`config.mk`:
```
export PLATFORM = sky130hd
export DESIGN_NAME = vpg_window_gen_flat
export DESIGN_NICKNAME = d
export VERILOG_FILES = /design/src/rtl/vpg_window_gen_if.sv /design/src/rtl/vpg_window_gen.sv /design/src/flat_wrapper.sv
export SDC_FILE = /design/constraint.sdc
export NUM_CORES = 1
export LEC_CHECK = 0
export CORE_MARGIN = 4
export CORE_UTILIZATION = 49
export CTS_BUF_LIST = sky130_fd_sc_hd__clkbuf_4
export DETAILED_ROUTE_END_ITERATION = 16
export GPL_TIMING_DRIVEN = 1
export PLACE_DENSITY = 0.92
export SKIP_LAST_GASP = 1
export SLEW_MARGIN = 20
export SYNTH_ARGS = -nofsm -noshare
export SYNTH_HDL_FRONTEND = slang
export SYNTH_SLANG_ARGS = --single-unit
```
`constraint.sdc`:
```
create_clock -name vpg_pclk -period 3 [get_ports vpg_pclk]
set_input_delay 0.6 -clock vpg_pclk [delete_from_list [all_inputs] [get_ports vpg_pclk]]
set_output_delay 0.6 -clock vpg_pclk [all_outputs]
set_load 0.1 [all_outputs]
```
`src/rtl/vpg_window_gen_if.sv`:
```
// vpg_window_gen_if: pixel read bus between the timing generator (master) and its pixel source (slave).
interface vpg_window_gen_if;
    logic        rd_req;
    logic [23:0] rd_data;
    logic        rd_valid;
    modport master (output rd_req, input rd_data, input rd_valid);
    modport slave  (input rd_req, output rd_data, output rd_valid);
endinterface

```
`src/rtl/vpg_window_gen.sv`:
```
// vpg_window_gen: video timing generator overlaying a fetched image window on a selectable background.
// Define VPG_UNDERFLOW_DET_EN to flag window pixels that arrive without rd_valid.
module vpg_window_gen #(
    parameter int H_SYNC   = 96,
    parameter int H_BP     = 48,
    parameter int H_ACTIVE = 640,
    parameter int H_FP     = 16,
    parameter int V_SYNC   = 2,
    parameter int V_BP     = 33,
    parameter int V_ACTIVE = 480,
    parameter int V_FP     = 10,
    parameter bit HS_POL   = 1'b0,
    parameter bit VS_POL   = 1'b0,
    parameter int WIN_W    = 256,
    parameter int WIN_H    = 256,
    parameter int RD_LEAD  = 2,
    parameter int CNT_W    = 12
) (
    input  logic             vpg_pclk,
    input  logic             rst_n,
    input  logic [CNT_W-1:0] win_x,
    input  logic [CNT_W-1:0] win_y,
    input  logic [1:0]       bg_mode,
    input  logic [23:0]      bg_color,
    vpg_window_gen_if.master rd,
    output logic             vpg_de,
    output logic             vpg_hs,
    output logic             vpg_vs,
    output logic [23:0]      rgb,
    output logic             frame_start,
    output logic             underflow
);
    typedef logic [CNT_W:0] ext_t;
    localparam ext_t L_HSYNC = ext_t'(H_SYNC);
    localparam ext_t L_VSYNC = ext_t'(V_SYNC);
    localparam ext_t L_HS0   = ext_t'(H_SYNC + H_BP);
    localparam ext_t L_HE    = ext_t'(H_SYNC + H_BP + H_ACTIVE);
    localparam ext_t L_VS0   = ext_t'(V_SYNC + V_BP);
    localparam ext_t L_VE    = ext_t'(V_SYNC + V_BP + V_ACTIVE);
    localparam ext_t L_WW    = ext_t'(WIN_W);
    localparam ext_t L_WH    = ext_t'(WIN_H);
    localparam ext_t L_LEAD  = ext_t'(RD_LEAD);
    localparam logic [CNT_W-1:0] L_HLAST = CNT_W'(H_SYNC + H_BP + H_ACTIVE + H_FP - 1);
    localparam logic [CNT_W-1:0] L_VLAST = CNT_W'(V_SYNC + V_BP + V_ACTIVE + V_FP - 1);
    localparam logic [23:0] BARS [8] = '{24'hFFFFFF, 24'hFFFF00, 24'h00FFFF, 24'h00FF00,
                                         24'hFF00FF, 24'hFF0000, 24'h0000FF, 24'h000000};

    logic [CNT_W-1:0] r_cnt_h, r_cnt_v, r_win_x, r_win_y;
    logic [1:0]       r_bg_mode;
    ext_t             w_h, w_v, w_hl, w_px, w_pxl, w_py, w_x, w_y;
    logic             w_h_act, w_hl_act, w_v_act, w_win_y, w_win, w_win_l, w_frame_end;
    logic [23:0]      w_bg, w_pix;

    // Window bounds are evaluated one bit wider than the counters so x+WIN_W never wraps.
    always_comb begin
        w_h         = {1'b0, r_cnt_h};
        w_v         = {1'b0, r_cnt_v};
        w_hl        = w_h + L_LEAD;
        w_x         = {1'b0, r_win_x};
        w_y         = {1'b0, r_win_y};
        w_px        = w_h - L_HS0;
        w_pxl       = w_hl - L_HS0;
        w_py        = w_v - L_VS0;
        w_h_act     = w_h >= L_HS0 && w_h < L_HE;
        w_hl_act    = w_hl >= L_HS0 && w_hl < L_HE;
        w_v_act     = w_v >= L_VS0 && w_v < L_VE;
        w_win_y     = w_v_act && w_py >= w_y && w_py < w_y + L_WH;
        w_win       = w_h_act && w_win_y && w_px >= w_x && w_px < w_x + L_WW;
        w_win_l     = w_hl_act && w_win_y && w_pxl >= w_x && w_pxl < w_x + L_WW;
        w_frame_end = r_cnt_h == L_HLAST && r_cnt_v == L_VLAST;
        w_bg        = r_bg_mode == 2'd0 ? 24'h000000 :
                      r_bg_mode == 2'd1 ? BARS[w_px[7:5]] :
                      r_bg_mode == 2'd2 ? {24{w_px[4] ^ w_py[4]}} : bg_color;
    end

`ifdef VPG_UNDERFLOW_DET_EN
    logic r_underflow;
    always_ff @(posedge vpg_pclk) begin
        if (!rst_n)
            r_underflow <= 1'b0;
        else if (w_win && !rd.rd_valid)
            r_underflow <= 1'b1;
    end
    assign underflow = r_underflow;
    assign w_pix     = rd.rd_valid ? rd.rd_data : 24'hFF00FF;
`else
    logic w_unused_valid;
    assign w_unused_valid = rd.rd_valid;
    assign underflow      = 1'b0;
    assign w_pix          = rd.rd_data;
`endif

    always_ff @(posedge vpg_pclk) begin
        if (!rst_n) begin
            r_cnt_h     <= '0;
            r_cnt_v     <= '0;
            r_win_x     <= win_x;
            r_win_y     <= win_y;
            r_bg_mode   <= bg_mode;
            vpg_hs      <= ~HS_POL;
            vpg_vs      <= ~VS_POL;
            vpg_de      <= 1'b0;
            rd.rd_req   <= 1'b0;
            frame_start <= 1'b0;
            rgb         <= '0;
        end else begin
            r_cnt_h <= r_cnt_h == L_HLAST ? '0 : r_cnt_h + CNT_W'(1);
            if (r_cnt_h == L_HLAST)
                r_cnt_v <= r_cnt_v == L_VLAST ? '0 : r_cnt_v + CNT_W'(1);
            if (w_frame_end) begin
                r_win_x   <= win_x;
                r_win_y   <= win_y;
                r_bg_mode <= bg_mode;
            end
            vpg_hs      <= w_h < L_HSYNC ? HS_POL : ~HS_POL;
            vpg_vs      <= w_v < L_VSYNC ? VS_POL : ~VS_POL;
            vpg_de      <= w_h_act && w_v_act;
            rd.rd_req   <= w_win_l;
            frame_start <= r_cnt_h == '0 && r_cnt_v == '0;
            rgb         <= !(w_h_act && w_v_act) ? 24'h000000 : w_win ? w_pix : w_bg;
        end
    end
endmodule

```
`src/flat_wrapper.sv`:
```
// flat-port wrapper written by rule: the top's interface ports become plain ports
module vpg_window_gen_flat 
#(
    parameter int H_SYNC   = 96,
    parameter int H_BP     = 48,
    parameter int H_ACTIVE = 640,
    parameter int H_FP     = 16,
    parameter int V_SYNC   = 2,
    parameter int V_BP     = 33,
    parameter int V_ACTIVE = 480,
    parameter int V_FP     = 10,
    parameter bit HS_POL   = 1'b0,
    parameter bit VS_POL   = 1'b0,
    parameter int WIN_W    = 256,
    parameter int WIN_H    = 256,
    parameter int RD_LEAD  = 2,
    parameter int CNT_W    = 12
)
  (vpg_pclk, rst_n, win_x, win_y, bg_mode, bg_color, vpg_de, vpg_hs, vpg_vs, rgb, frame_start, underflow, rd_rd_req, rd_rd_data, rd_rd_valid);
  vpg_window_gen_if rd_i ();
  input  logic vpg_pclk;
  input  logic rst_n;
  input  logic [CNT_W-1:0] win_x;
  input  logic [CNT_W-1:0] win_y;
  input  logic [1:0] bg_mode;
  input  logic [23:0] bg_color;
  output logic vpg_de;
  output logic vpg_hs;
  output logic vpg_vs;
  output logic [23:0] rgb;
  output logic frame_start;
  output logic underflow;
  output wire logic [$bits(rd_i.rd_req)-1:0] rd_rd_req;
  input wire logic [$bits(rd_i.rd_data)-1:0] rd_rd_data;
  input wire logic [$bits(rd_i.rd_valid)-1:0] rd_rd_valid;
  assign rd_rd_req = rd_i.rd_req;
  assign rd_i.rd_data = rd_rd_data;
  assign rd_i.rd_valid = rd_rd_valid;
  vpg_window_gen #(.H_SYNC(H_SYNC), .H_BP(H_BP), .H_ACTIVE(H_ACTIVE), .H_FP(H_FP), .V_SYNC(V_SYNC), .V_BP(V_BP), .V_ACTIVE(V_ACTIVE), .V_FP(V_FP), .HS_POL(HS_POL), .VS_POL(VS_POL), .WIN_W(WIN_W), .WIN_H(WIN_H), .RD_LEAD(RD_LEAD), .CNT_W(CNT_W)) u_core (.vpg_pclk(vpg_pclk), .rst_n(rst_n), .win_x(win_x), .win_y(win_y), .bg_mode(bg_mode), .bg_color(bg_color), .rd(rd_i), .vpg_de(vpg_de), .vpg_hs(vpg_hs), .vpg_vs(vpg_vs), .rgb(rgb), .frame_start(frame_start), .underflow(underflow));
endmodule
```
After elaboration in Yosys (flattened, before gate mapping)
Memory sizes are Yosys's and may differ from the RTL's.
Cells that the tools add are included.
Cells by class
  reduce and logical (&&, ||, !) cells: 19
  add/sub/neg operators: 8
  equality and inequality tests: 5
  bitwise logic cells: 3
  order comparisons: 15
  mux-type cells: 15
Operators by type and width (number)
  $mux W24: 6
  $mux W12: 5
  $ge A13 B12 Y1: 3
  $lt A13 B13 Y1: 3
  $add A12 B9 Y13 const B: 2
  $add A12 B1 Y12 const B: 2
  $eq A12 B10 Y1 const B: 2
  $logic_not A12 Y1: 2
  $lt A12 B10 Y1 const B: 2
  $logic_and A1 B1 Y1: 14
  $add A12 B2 Y13 const B: 1
  $ge A13 B8 Y1 const B: 1
  $lt A13 B10 Y1 const B: 1
  $sub A12 B6 Y13 const B: 1
  $sub A12 B8 Y13 const B: 1
  $sub A13 B8 Y13 const B: 1
  $ge A12 B6 Y1 const B: 1
  $ge A12 B8 Y1 const B: 1
  $lt A12 B2 Y1 const B: 1
  $lt A12 B7 Y1 const B: 1
  $ge A4 B4 Y1 const B: 1
  $mux W2: 2
  $not A3 Y4: 1
  $eq A2 B1 Y1 const B: 1
  other kinds (8): 9
Storage, ports and cells
  memories kept: 1
  bits of input ports: 77
  register bits: 79
  word-level logic and storage cells: 77
  output and inout bits: 30
  ROM bits: 192
Memories
  (no name shown): depth 8, bits a word 24, rd ports 1, clocked after Yosys merged registers in 0, wr ports 0, line vpg_window_gen.sv:72  | r_bg_mode == 2'd1 ? BARS[w_px[7:5]] :

Depth between registers and ports, before layout
  depth in word-level cells: 8
  mapped depth: 16
  gate-level depth less buffers: 15

Least setup slack after synthesis
OpenSTA, ideal clock, no wires.
  path type: register to register
  start: register u_core.r_cnt_v[0]
  end: register u_core.rgb[10]
  path slack: -0.048 ns
  cell stages (with the launch flop): 14
  period minus slack after synthesis: 3.048 ns
  arrival: 2.926 ns
  required time: 2.877 ns
  setup time: 0.123 ns
  buffers on the path: 2
  cells stage by stage: dfxtp_1 > ha_1 > clkbuf_1 > o41ai_2 > nand2_1 > xnor2_1 > ha_1 > a211oi_1 > a41oi_1 > a21boi_0 > nor4_2 > nand2_2 > buf_6 > mux2i_1
On the way
  word-level cells in the longest chain between the ends: 8
  elaborated cells between the ends (all ways): 18
  those cells by class: add/sub (1); order compare (4); mux (4); bitwise (1); reduce/logical (8)
Ends and longest elaborated chain
  from (decl): line vpg_window_gen.sv:48  | logic [CNT_W-1:0] r_cnt_h, r_cnt_v, r_win_x, r_win_y;
  from (signal assigned): line vpg_window_gen.sv:109  | r_cnt_v <= r_cnt_v == L_VLAST ? '0 : r_cnt_v + CNT_W'(1);
  $sub A12 B6 Y13, or another cell as far along: line vpg_window_gen.sv:63  | w_py = w_v - L_VS0;
  $ge A13 B12 Y1 / $logic_and A1 B1 Y1 (equally long branches): line vpg_window_gen.sv:67, vpg_window_gen.sv:66
  $logic_and A1 B1 Y1 (2 in series): line vpg_window_gen.sv:67  | w_win_y = w_v_act && w_py >= w_y && w_py < w_y + L_WH;
  $logic_and A1 B1 Y1 (3 in series): line vpg_window_gen.sv:68  | w_win = w_h_act && w_win_y && w_px >= w_x && w_px < w_x + L_WW;
  $mux W24: line vpg_window_gen.sv:120  | rgb <= !(w_h_act && w_v_act) ? 24'h000000 : w_win ? w_pix : w_bg;
  to (signal assigned): line vpg_window_gen.sv:120
  to (decl): line vpg_window_gen.sv:29  | output logic [23:0] rgb,
Parallel ways exist; a longest one is shown, timed or not.
A chain may end at the register's enable or synchronous reset.

Final worst setup path
  start: register u_core.r_cnt_v[5]
  end: register u_core.rgb[3]
The elaborated chain is that of the path after synthesis.

==> out/qor.yml <==
outcome:
  status: "finished, violations left"
  violations: "negative setup slack"
timing:
  fmax_mhz: 312
  worst_slew_pin_slew_ns: 0.748
  whs_ns: 0.604
  hold_viol_final: 0
  fin_ws_ns: -0.204
  fin_crit_sh: 1.07
  fin_crit_ns: 3.20
  drv_slew: 0
  finalSetupViolCount: 25
  relSlewSlack: 0.497
  skew_ns: 0.0315
  grt_setup_unrepaired: "true"
cts:
  worstSkewPairLatency_ns: 0.49
  holdBufCountCts: 0
  cts_made_buffers: 9
  cts_root_buf: "clkbuf_4"
  cts_tree: "done"
  cts_sinks: 79
  clk_pin_slew_ns: 0.14
  cts_buffer_depth: 2
  htree_levels: 3
logic_synthesis:
  synth.area.top_cells: "dfxtp_1 (20%), ha_1 (15%), edfxtp_1 (15%)"
  syn-cell-area_mm2: 0.00537
  syn_inst: 591
  yosys.area.top_type: "dfxtp_1"
  async_reset_ff_frac: 0
  synth_cell_type_count: 63
  synth_warnings: 0
  ys_seq_area_frac: 0.343
  synth_ff_type: "dfxtp_1"
  synth-edff-count: 26
  mappedNetlistNets: 731
  avgSynthCellArea_um2: 9.08
  netlist.area_leader.share: 0.198
  synth-seq-cells: 79
min_path:
  hold_path.class: "flop to flop"
die:
  io_pins: 107
  die_y_um: 113
  dieArea_mm2: 0.0127
  initial_utilization: 0.511
  core_mm2: 0.0105
  rows: 37
  dieWidth_um: 113
finish:
  nNetsFinal: 893
  stdcell_count: 894
  syn2layout_area_growth_pct: 39.1
  n_fill_cell: 634
  layout-drive-gt1-share: 0.263
  stdcell_area_mm2: 0.00747
  post-route-util: 0.711
  antenna_cells: 0
detailed_routing:
  vias_per_cell: 6.08
  wirelength_um: 18500
  ant_nets: 0
  num_vias: 5433
  wire_per_inst_um: 20.7
  drc_errors: 0
  dr.pass1.iters: 6
  dr.first_iter.drc_count: 652
place:
  port_buffers: 104
  place_area_mm2: 0.00681
  dp_hpwl_um: 11800
  gp_congestion: 0.983
  dp.cells: 863
grt:
  grt_start_max_net_pins: 30
  track_usage: 0.243
  grt_pass1_vias: 5358
  gr-total-overflow: 0
  grt_antenna_before_repair: 0
  grt_pass1_wl_um: 24900
power_and_ir_drop:
  ir_drop_uv: 463
  leakage_nw: 3.19
  p_per_area_mw_per_mm2: 300
setup_path:
  reg2reg_slack_ns: -0.20
  worstPathArrival_ns: 3.61
  worst-path-max-fanout: 9
  crit_type: "flop to flop"
  required_ns: 3.40
  cp-start-kind: "flop"
  critPathCaptureType: "flop"
job:
  maxCapViolCount: 0
worst paths after layout:
kind / to / start / depth (start not counted)
setup / recovery: u_core.rgb[3] / u_core.r_cnt_v[5] / 12
setup reg to reg: u_core.rgb[3] / u_core.r_cnt_v[5] / 12
hold reg to reg: u_core.r_cnt_v[1] / u_core.r_cnt_v[1] / 2
hold / removal: u_core.r_cnt_v[1] / u_core.r_cnt_v[1] / 2
cells by family (layout without fill, tap and decap cells):
| group | after synthesis | in the layout | share of synthesized area |
|---|---|---|---|
| adder cells (fa/ha/maj) | 63 | 63 | 0.147 |
| flip-flops | 79 | 79 | 0.343 |
| other | 1 | 1 | 0.000699 |
| buffers and inverters | 71 | 238 | 0.0641 |
| AND/OR/NAND/NOR | 188 | 188 | 0.179 |
| AO/OA/AOI/OAI | 114 | 114 | 0.138 |
| XOR/XNOR | 50 | 50 | 0.0816 |
| multiplexers | 25 | 25 | 0.0469 |
what timing repair did:
action | CTS | global route
buffers inserted | 0 | 12
pin swaps | 5 | 26
cloned | 0 | 3
endpoints found under the setup margin | 25 | 25
gates resized for setup | 24 | 61
area by class of cell:
cell class | count | area, um2 | area share
clock buffers | 10 | 75.1 | 0.0101
clock inverters | 6 | 91.3 | 0.0122
inverters | 41 | 156 | 0.0209
multi-input cells | 441 | 3510 | 0.470
flip-flops and latches | 79 | 1860 | 0.249
well taps | 136 | 170 | 0.0228
repair buffers | 181 | 1610 | 0.215
cells in the mapped netlist (all sizes together) (12+ instances only):
master	number
ha	63
nand2	55
dfxtp	53
o21ai	45
nor2	42
inv	41
xnor2	33
edfxtp	26
mux2i	24
a21oi	23
nand3	22
xor2	17
buf	16
clkbuf	14
a21o	12
registers in the layout, summed over array words and instances, names as in the netlist:
register / count
u_core.rgb: 24
u_core.r_win_x: 12
u_core.vpg_hs: 1
u_core.r_cnt_h: 12
u_core.r_win_y: 12
u_core.r_cnt_v: 12
u_core.rd.rd_req: 1
u_core.r_bg_mode: 2
u_core.frame_start: 1
u_core.vpg_de: 1
u_core.vpg_vs: 1
power breakdown:
part	switching, mW	total [mW]	internal [mW]
clock	0.429	0.781	0.352
combinational	0.155	0.318	0.162
sequential	0.0151	1.14	1.13
total	0.600	2.24	1.64
cell usage in the layout (no fill, tap or decap), types with 8 or more instances in the layout:
master and instances:
a21o_1 12, a21oi_1 19, buf_4 101, clkbuf_4 10
clkdlybuf4s50_1 75, dfxtp_1 42, dfxtp_2 8, edfxtp_1 26
ha_1 58, inv_1 39, mux2i_1 21, nand2_1 51
nand3_1 22, nand4_1 11, nor2_1 38, o21ai_0 40
xnor2_1 26, xor2_1 15
metal layers:
| metal | vias up | global-route usage | wire, um |
|---|---|---|---|
| met1 | 2593 | 0.265 | 6650 |
| met4 | 0 | 0.146 | 1240 |
| li1 | 2409 | - | - |
| met3 | 106 | 0.0350 | 1250 |
| met2 | 325 | 0.442 | 9380 |
| met5 | - | 0 | 0 |
through the flow:
| step | TNS [ns] | worst slack (ns) | power, mW |
|---|---|---|---|
| final | -3.51 | -0.204 | 2.24 |
| after global routing | -6.14 | -0.340 | 2.31 |
| after CTS | -0.676 | -0.0714 | 2.21 |
| after detailed placement | -2.64 | -0.146 | 1.45 |
| after global placement | -0.0467 | -0.0467 | 1.43 |
| after floorplan | 0 | 0.00805 | 1.29 |
worst max-delay path, stage by stage (launching register included):
cell       delay [ns]
dfxtp_1          0.65
nor2b_1          0.29
nor2_2           0.09
xnor2_2          0.23
ha_1             0.29
o21a_1           0.19
o211ai_1         0.27
a41oi_2          0.06
a21boi_4         0.18
nor4_4           0.32
nand2_4          0.16
clkbuf_16        0.21
mux2i_1          0.20
No activity file was read; power rests on OpenSTA's default activity.
